$ cat config.mk
export PLATFORM = sky130hd
export DESIGN_NAME = apb_gpio_responder
export DESIGN_NICKNAME = d
export VERILOG_FILES = /design/src/rtl/gpio_pkg.sv /design/src/rtl/gpio_sync.sv /design/src/rtl/apb_gpio_responder.sv
export SDC_FILE = /design/constraint.sdc
export NUM_CORES = 1
export LEC_CHECK = 0
export BUFFER_PORTS_ARGS = -buffer_cell sky130_fd_sc_hd__buf_2
export CAP_MARGIN = 20
export CORE_MARGIN = 2
export CORE_UTILIZATION = 61
export DETAILED_ROUTE_END_ITERATION = 10
export PLACE_DENSITY = 0.82
export REMOVE_ABC_BUFFERS = 1
export SYNTH_ARGS = -nofsm -noshare
export SYNTH_HDL_FRONTEND = slang
export SYNTH_SLANG_ARGS = --single-unit
export TNS_END_PERCENT = 1
$ cat constraint.sdc
create_clock -name CLK -period 3.5 [get_ports CLK]
set_input_delay 0.35 -clock CLK [delete_from_list [all_inputs] [get_ports CLK]]
set_output_delay 0.35 -clock CLK [all_outputs]
set_load 0.1 [all_outputs]
$ cat src/rtl/gpio_pkg.sv
// Shared constants for the APB GPIO responder: register indices, pad mode
// encoding and the bus-side state type.
package gpio_pkg;

  localparam logic [31:0] REG_MODE      = 32'd0;
  localparam logic [31:0] REG_DIRECTION = 32'd1;
  localparam logic [31:0] REG_OUTPUT    = 32'd2;
  localparam logic [31:0] REG_INPUT     = 32'd3;
  localparam logic [31:0] REG_TR_TYPE   = 32'd4;
  localparam logic [31:0] REG_TR_LVL0   = 32'd5;
  localparam logic [31:0] REG_TR_LVL1   = 32'd6;
  localparam logic [31:0] REG_TR_STAT   = 32'd7;
  localparam logic [31:0] REG_IRQ_EN    = 32'd8;

  localparam logic MODE_PUSH_PULL  = 1'b0;
  localparam logic MODE_OPEN_DRAIN = 1'b1;

  typedef enum logic [1:0] {
    APB_IDLE   = 2'd0,
    APB_SETUP  = 2'd1,
    APB_ACCESS = 2'd2
  } apb_state_e;

endpackage

$ cat src/rtl/gpio_sync.sv
// Multi-flop synchroniser bringing asynchronous pad inputs into the CLK domain.
module gpio_sync #(
  parameter int unsigned WIDTH  = 32,
  parameter int unsigned STAGES = 2
) (
  input  logic             clk_i,
  input  logic             rst_ni,
  input  logic [WIDTH-1:0] d_i,
  output logic [WIDTH-1:0] q_o
);

  logic [WIDTH-1:0] sync_q [STAGES];

  always_ff @(posedge clk_i or negedge rst_ni) begin
    if (!rst_ni) begin
      for (int s = 0; s < int'(STAGES); s++) sync_q[s] <= '0;
    end else begin
      sync_q[0] <= d_i;
      for (int s = 1; s < int'(STAGES); s++) sync_q[s] <= sync_q[s-1];
    end
  end

  assign q_o = sync_q[STAGES-1];

endmodule

$ cat src/rtl/apb_gpio_responder.sv
// APB3 completer holding the GPIO register file, pad drivers, trigger
// detection with sticky W1C status, and the level interrupt output.
module apb_gpio_responder
  import gpio_pkg::*;
#(
  parameter int unsigned GPIO_PINS  = 32,
  parameter int unsigned PADDR_SIZE = 4,
  parameter int unsigned STAGES     = 2
) (
  input  logic                   CLK,
  input  logic                   HRESETn,
  input  logic                   PSEL,
  input  logic                   PENABLE,
  input  logic [PADDR_SIZE-1:0]  PADDR,
  input  logic                   PWRITE,
  input  logic [GPIO_PINS-1:0]   PWDATA,
  input  logic [GPIO_PINS/8-1:0] PSTRB,
  output logic                   PREADY,
  output logic [GPIO_PINS-1:0]   PRDATA,
  output logic                   PSLVERR,
  output logic                   irq_o,
  input  logic [GPIO_PINS-1:0]   gpio_i,
  output logic [GPIO_PINS-1:0]   gpio_o,
  output logic [GPIO_PINS-1:0]   gpio_oe
);

  typedef logic [GPIO_PINS-1:0] word_t;

  apb_state_e            state_q, state_d;
  logic [PADDR_SIZE-1:0] addr_q, addr_d;
  word_t mode_q, mode_d, dir_q, dir_d, out_q, out_d;
  word_t type_q, type_d, lvl0_q, lvl0_d, lvl1_q, lvl1_d;
  word_t stat_q, stat_d, irqen_q, irqen_d;
  word_t prev_q, prdata_q, prdata_d, pad_o_q, pad_o_d, pad_oe_q, pad_oe_d;
  logic  irq_q, irq_d;

  word_t in_sync, wmask, hit, clr, rd_data;
  logic  setup, access, addr_err, wr;

  gpio_sync #(.WIDTH(GPIO_PINS), .STAGES(STAGES)) u_sync (
    .clk_i  (CLK),
    .rst_ni (HRESETn),
    .d_i    (gpio_i),
    .q_o    (in_sync)
  );

  function automatic word_t merge(word_t old_v, word_t new_v, word_t m);
    return (old_v & ~m) | (new_v & m);
  endfunction

  // An access phase only counts when it directly follows a setup phase.
  assign setup    = PSEL & ~PENABLE;
  assign access   = PSEL & PENABLE & (state_q == APB_SETUP);
  assign addr_err = 32'(addr_q) > REG_IRQ_EN;
  assign wr       = access & PWRITE & ~addr_err;

  always_comb begin
    rd_data = '0;
    case (32'(PADDR))
      REG_MODE:      rd_data = mode_q;
      REG_DIRECTION: rd_data = dir_q;
      REG_OUTPUT:    rd_data = out_q;
      REG_INPUT:     rd_data = in_sync;
      REG_TR_TYPE:   rd_data = type_q;
      REG_TR_LVL0:   rd_data = lvl0_q;
      REG_TR_LVL1:   rd_data = lvl1_q;
      REG_TR_STAT:   rd_data = stat_q;
      REG_IRQ_EN:    rd_data = irqen_q;
      default:       rd_data = '0;
    endcase
  end

  always_comb begin
    state_d  = APB_IDLE;
    addr_d   = addr_q;
    prdata_d = prdata_q;
    mode_d   = mode_q;
    dir_d    = dir_q;
    out_d    = out_q;
    type_d   = type_q;
    lvl0_d   = lvl0_q;
    lvl1_d   = lvl1_q;
    irqen_d  = irqen_q;
    clr      = '0;
    wmask    = '0;
    pad_o_d  = '0;
    pad_oe_d = '0;

    if (setup) begin
      state_d  = APB_SETUP;
      addr_d   = PADDR;
      prdata_d = rd_data;
    end else if (access) begin
      state_d = APB_ACCESS;
    end

    for (int b = 0; b < int'(GPIO_PINS/8); b++) wmask[b*8 +: 8] = {8{PSTRB[b]}};

    if (wr) begin
      case (32'(addr_q))
        REG_MODE:      mode_d  = merge(mode_q,  PWDATA, wmask);
        REG_DIRECTION: dir_d   = merge(dir_q,   PWDATA, wmask);
        REG_OUTPUT:    out_d   = merge(out_q,   PWDATA, wmask);
        REG_TR_TYPE:   type_d  = merge(type_q,  PWDATA, wmask);
        REG_TR_LVL0:   lvl0_d  = merge(lvl0_q,  PWDATA, wmask);
        REG_TR_LVL1:   lvl1_d  = merge(lvl1_q,  PWDATA, wmask);
        REG_TR_STAT:   clr     = PWDATA & wmask;
        REG_IRQ_EN:    irqen_d = merge(irqen_q, PWDATA, wmask);
        default:       ;
      endcase
    end

    hit = (type_q  & ((lvl1_q & in_sync & ~prev_q) | (lvl0_q & ~in_sync & prev_q)))
        | (~type_q & ((lvl1_q & in_sync) | (lvl0_q & ~in_sync)));
    // A new hit takes priority over a simultaneous clear.
    stat_d = hit | (stat_q & ~clr);
    irq_d  = |(stat_q & irqen_q);

    for (int i = 0; i < int'(GPIO_PINS); i++) begin
      if (mode_q[i] == MODE_OPEN_DRAIN) begin
        pad_o_d[i]  = 1'b0;
        pad_oe_d[i] = dir_q[i] & ~out_q[i];
      end else begin
        pad_o_d[i]  = out_q[i];
        pad_oe_d[i] = dir_q[i];
      end
    end
  end

  always_ff @(posedge CLK or negedge HRESETn) begin
    if (!HRESETn) begin
      state_q  <= APB_IDLE;
      addr_q   <= '0;
      prdata_q <= '0;
      mode_q   <= '0;
      dir_q    <= '0;
      out_q    <= '0;
      type_q   <= '0;
      lvl0_q   <= '0;
      lvl1_q   <= '0;
      stat_q   <= '0;
      irqen_q  <= '0;
      prev_q   <= '0;
      pad_o_q  <= '0;
      pad_oe_q <= '0;
      irq_q    <= 1'b0;
    end else begin
      state_q  <= state_d;
      addr_q   <= addr_d;
      prdata_q <= prdata_d;
      mode_q   <= mode_d;
      dir_q    <= dir_d;
      out_q    <= out_d;
      type_q   <= type_d;
      lvl0_q   <= lvl0_d;
      lvl1_q   <= lvl1_d;
      stat_q   <= stat_d;
      irqen_q  <= irqen_d;
      prev_q   <= in_sync;
      pad_o_q  <= pad_o_d;
      pad_oe_q <= pad_oe_d;
      irq_q    <= irq_d;
    end
  end

  assign PREADY  = 1'b1;
  assign PRDATA  = prdata_q;
  assign PSLVERR = access & addr_err;
  assign irq_o   = irq_q;
  assign gpio_o  = pad_o_q;
  assign gpio_oe = pad_oe_q;

endmodule

==> out/metrics.cfg <==
[clock_tree]
cts-buffers-inserted = 44
clk_latency_ps = 560
clk_pin_slew_worst_paths_ps = 60
cts_root_buf = clkbuf_16
ctsResizeCount = 0
clock_sinks = 455
htree_levels = 2
cts_tree = done
max-clock-path-buffers = 3

[timing]
timing_hold_violations_final = 0
worstMarginPinSlew_ps = 1156
final_max_slew_viol_count = 0
setup_viol = 0
finalSetupTns_ps = 0
rsz0062_at_grt = false
fmax_ghz = 0.3667
clock_skew_ps = 27.12
slew-limit-headroom_pct = 22.65
min_period_ps = 2727
finalCritPeriodShare_pct = 77.91

[worst_setup_path]
worstReg2RegStart = state_q[1]$_DFF_PN0_
end_kind = flop
arrival_ps = 3160
critPathLaunch = state_q[1]$_DFF_PN0_
criticalPathCategory = reg -> reg
cp-start-kind = flop
cp.required_ps = 3940
cp_max_fo = 12

[yosys]
synth_edf_count = 0
avgSynthCellArea_um2 = 13.36
syn-cell-area_um2 = 18600
ys_types = 53
synth_top_flop_cell = dfrtp_1
yosysSeqAreaShare_pct = 61.23
yosys_warnings = 0
ys_ff_latch = 455
synthArstFlopShare_pct = 100.0
synth_cells = 1392

[grt]
grt_max_degree = 109
antenna_found_initial = 3
grt_pass1_vias = 13480
grt_pass1_wl_um = 78080
grt_overflow = 0
track_usage_pct = 32.75

[floorplanning]
die_h_um = 178.6
ioPinCount = 176
placementRows = 63
dieArea_um2 = 31900
initial_utilization_pct = 62.41
fp.coreArea_um2 = 29800
die_x_um = 178.6

[finish]
final_common_cell = dfrtp_1
postLayoutCoreUtil_pct = 73.35
drive_above_1_share_pct = 31.70
mostFrequentLayoutCells = 455 x dfrtp_1, 214 x mux2_2, 173 x buf_2
syn_to_final_growth_pct = 17.53
final_nets = 1697
n_fill_cell = 1901

[power]
power_density_nw_per_um2 = 575.0
peakVddDrop_mv = 0.5531
p_leak_uw = 0.01072

[detailed_routing]
drt_iter0_markers = 1579
highest_layer = met5
routedWlPerCell_um = 24.97
wl_um = 51050
first_pass_iters = 5
wl_met1_um = 19540
wl_met3_um = 5625
routed_via_density = 6.512
drc = 0
ant_nets = 0
dr_wl_met2_um = 23770
vias = 13310

[min_path]
worstHoldStart = PWDATA[6]
hp-class = in -> reg

[placed_design]
hpwlAfterDp_um = 32840
port_buffers = 174
finalWeightedCongestion = 0.9425

[status]
status = finished, final reports clean

[flow_run]
drv_cap = 0

==> kinds of logic (layout without fill, tap and decap cells) <==
kind of cell / count (synthesis) / count (layout) / share of synthesized area, %
buf+inv: 83 / 344 / 1.790
simple gates: 238 / 238 / 6.742
flops: 455 / 455 / 61.23
mux: 286 / 286 / 17.41
compound gates: 310 / 310 / 11.92
xor+xnor: 19 / 19 / 0.8949
other cells: 1 / 2 / 0.02017
==> final cells by class <==
cell class / count / area [µm²] / share of cell area (%)
multi-input cells: 854 / 6889 / 31.52
clock buffers: 69 / 1356 / 6.206
flip-flops and latches: 455 / 11390 / 52.10
clock inverters: 10 / 90.09 / 0.4122
inverters: 24 / 90.09 / 0.4122
well taps: 390 / 488.0 / 2.233
repair buffers: 241 / 1554 / 7.110
diodes: 1 / 2.502 / 0.01145
==> synth_stat cells, types with 22 or more instances <==
cell type  number  area [µm²]
a221oi_1       47       411.6
a22oi_1        32       240.2
mux2_2        214        2410
inv_1          24       90.09
a21boi_0       32       240.2
a21oi_1        42       210.2
dfrtp_1       455       11390
clkbuf_1       38       142.6
o21ai_0        37       185.2
nor2b_1        41       256.5
a21o_1         24       180.2
nand2_1        87       326.6
mux2i_1        59       590.6
nor2_1         37       138.9
a22o_1         22       192.7
==> path summary, 6_finish.rpt <==
kind,endpoint,slack (ps),cells after the start
max,flop,770,5
min,flop,120,3
max reg2reg,flop,770,5
min reg2reg,u_sync.q_o[16]$_DFF_PN0_,350,0
max in group asynchronous,u_sync.sync_q[58]$_DFF_PN0_,1990,4
min in group asynchronous,u_sync.q_o[12]$_DFF_PN0_,480,2
==> routing by layer <==
| metal | vias up | track usage, % |
|---|---|---|
| li1 | 5576 | - |
| met1 | 6732 | 44.08 |
| met2 | 831 | 50.40 |
| met3 | 167 | 8.738 |
| met4 | 4 | 14.63 |
| met5 | - | 0 |
==> report_power, final <==
group          leakage (µW)  switching, µW  total (µW)  internal [µW]
Combinational       0.00406           1210        1740            524
Clock              0.000718           1970        4710           2740
Sequential          0.00594            431        6120           5690
Total                0.0107           3620       12600           8950
==> timing repair <==
item                                    in CTS  in global routing
endpoints found under the setup margin       0                  0
hold buffers                                33                  0
buffers inserted                             0                  0
hold endpoints to repair                   135                  0
==> worst max-delay path, stage by stage, from the launching register on <==
cell      delay, ps
dfrtp_1         360
and3b_1         250
nand4b_1        370
nor3b_1         880
nand2_2         370
mux2_2          370
==> stage by stage <==
step	hold WS, ps	power [µW]	instance area [µm²]	std cells	setup WS, ps
after detailed placement	334.7	7868	20070	1930	740.2
after global placement	331.2	7806	20070	1930	898.3
after CTS	115.6	12570	21850	2042	824.4
after floorplan	54.41	7191	18350	1333	236.0
after global routing	129.1	12970	21860	2044	620.9
final	118.1	12570	21860	2044	773.1
Power figures use the tool's default switching activity.
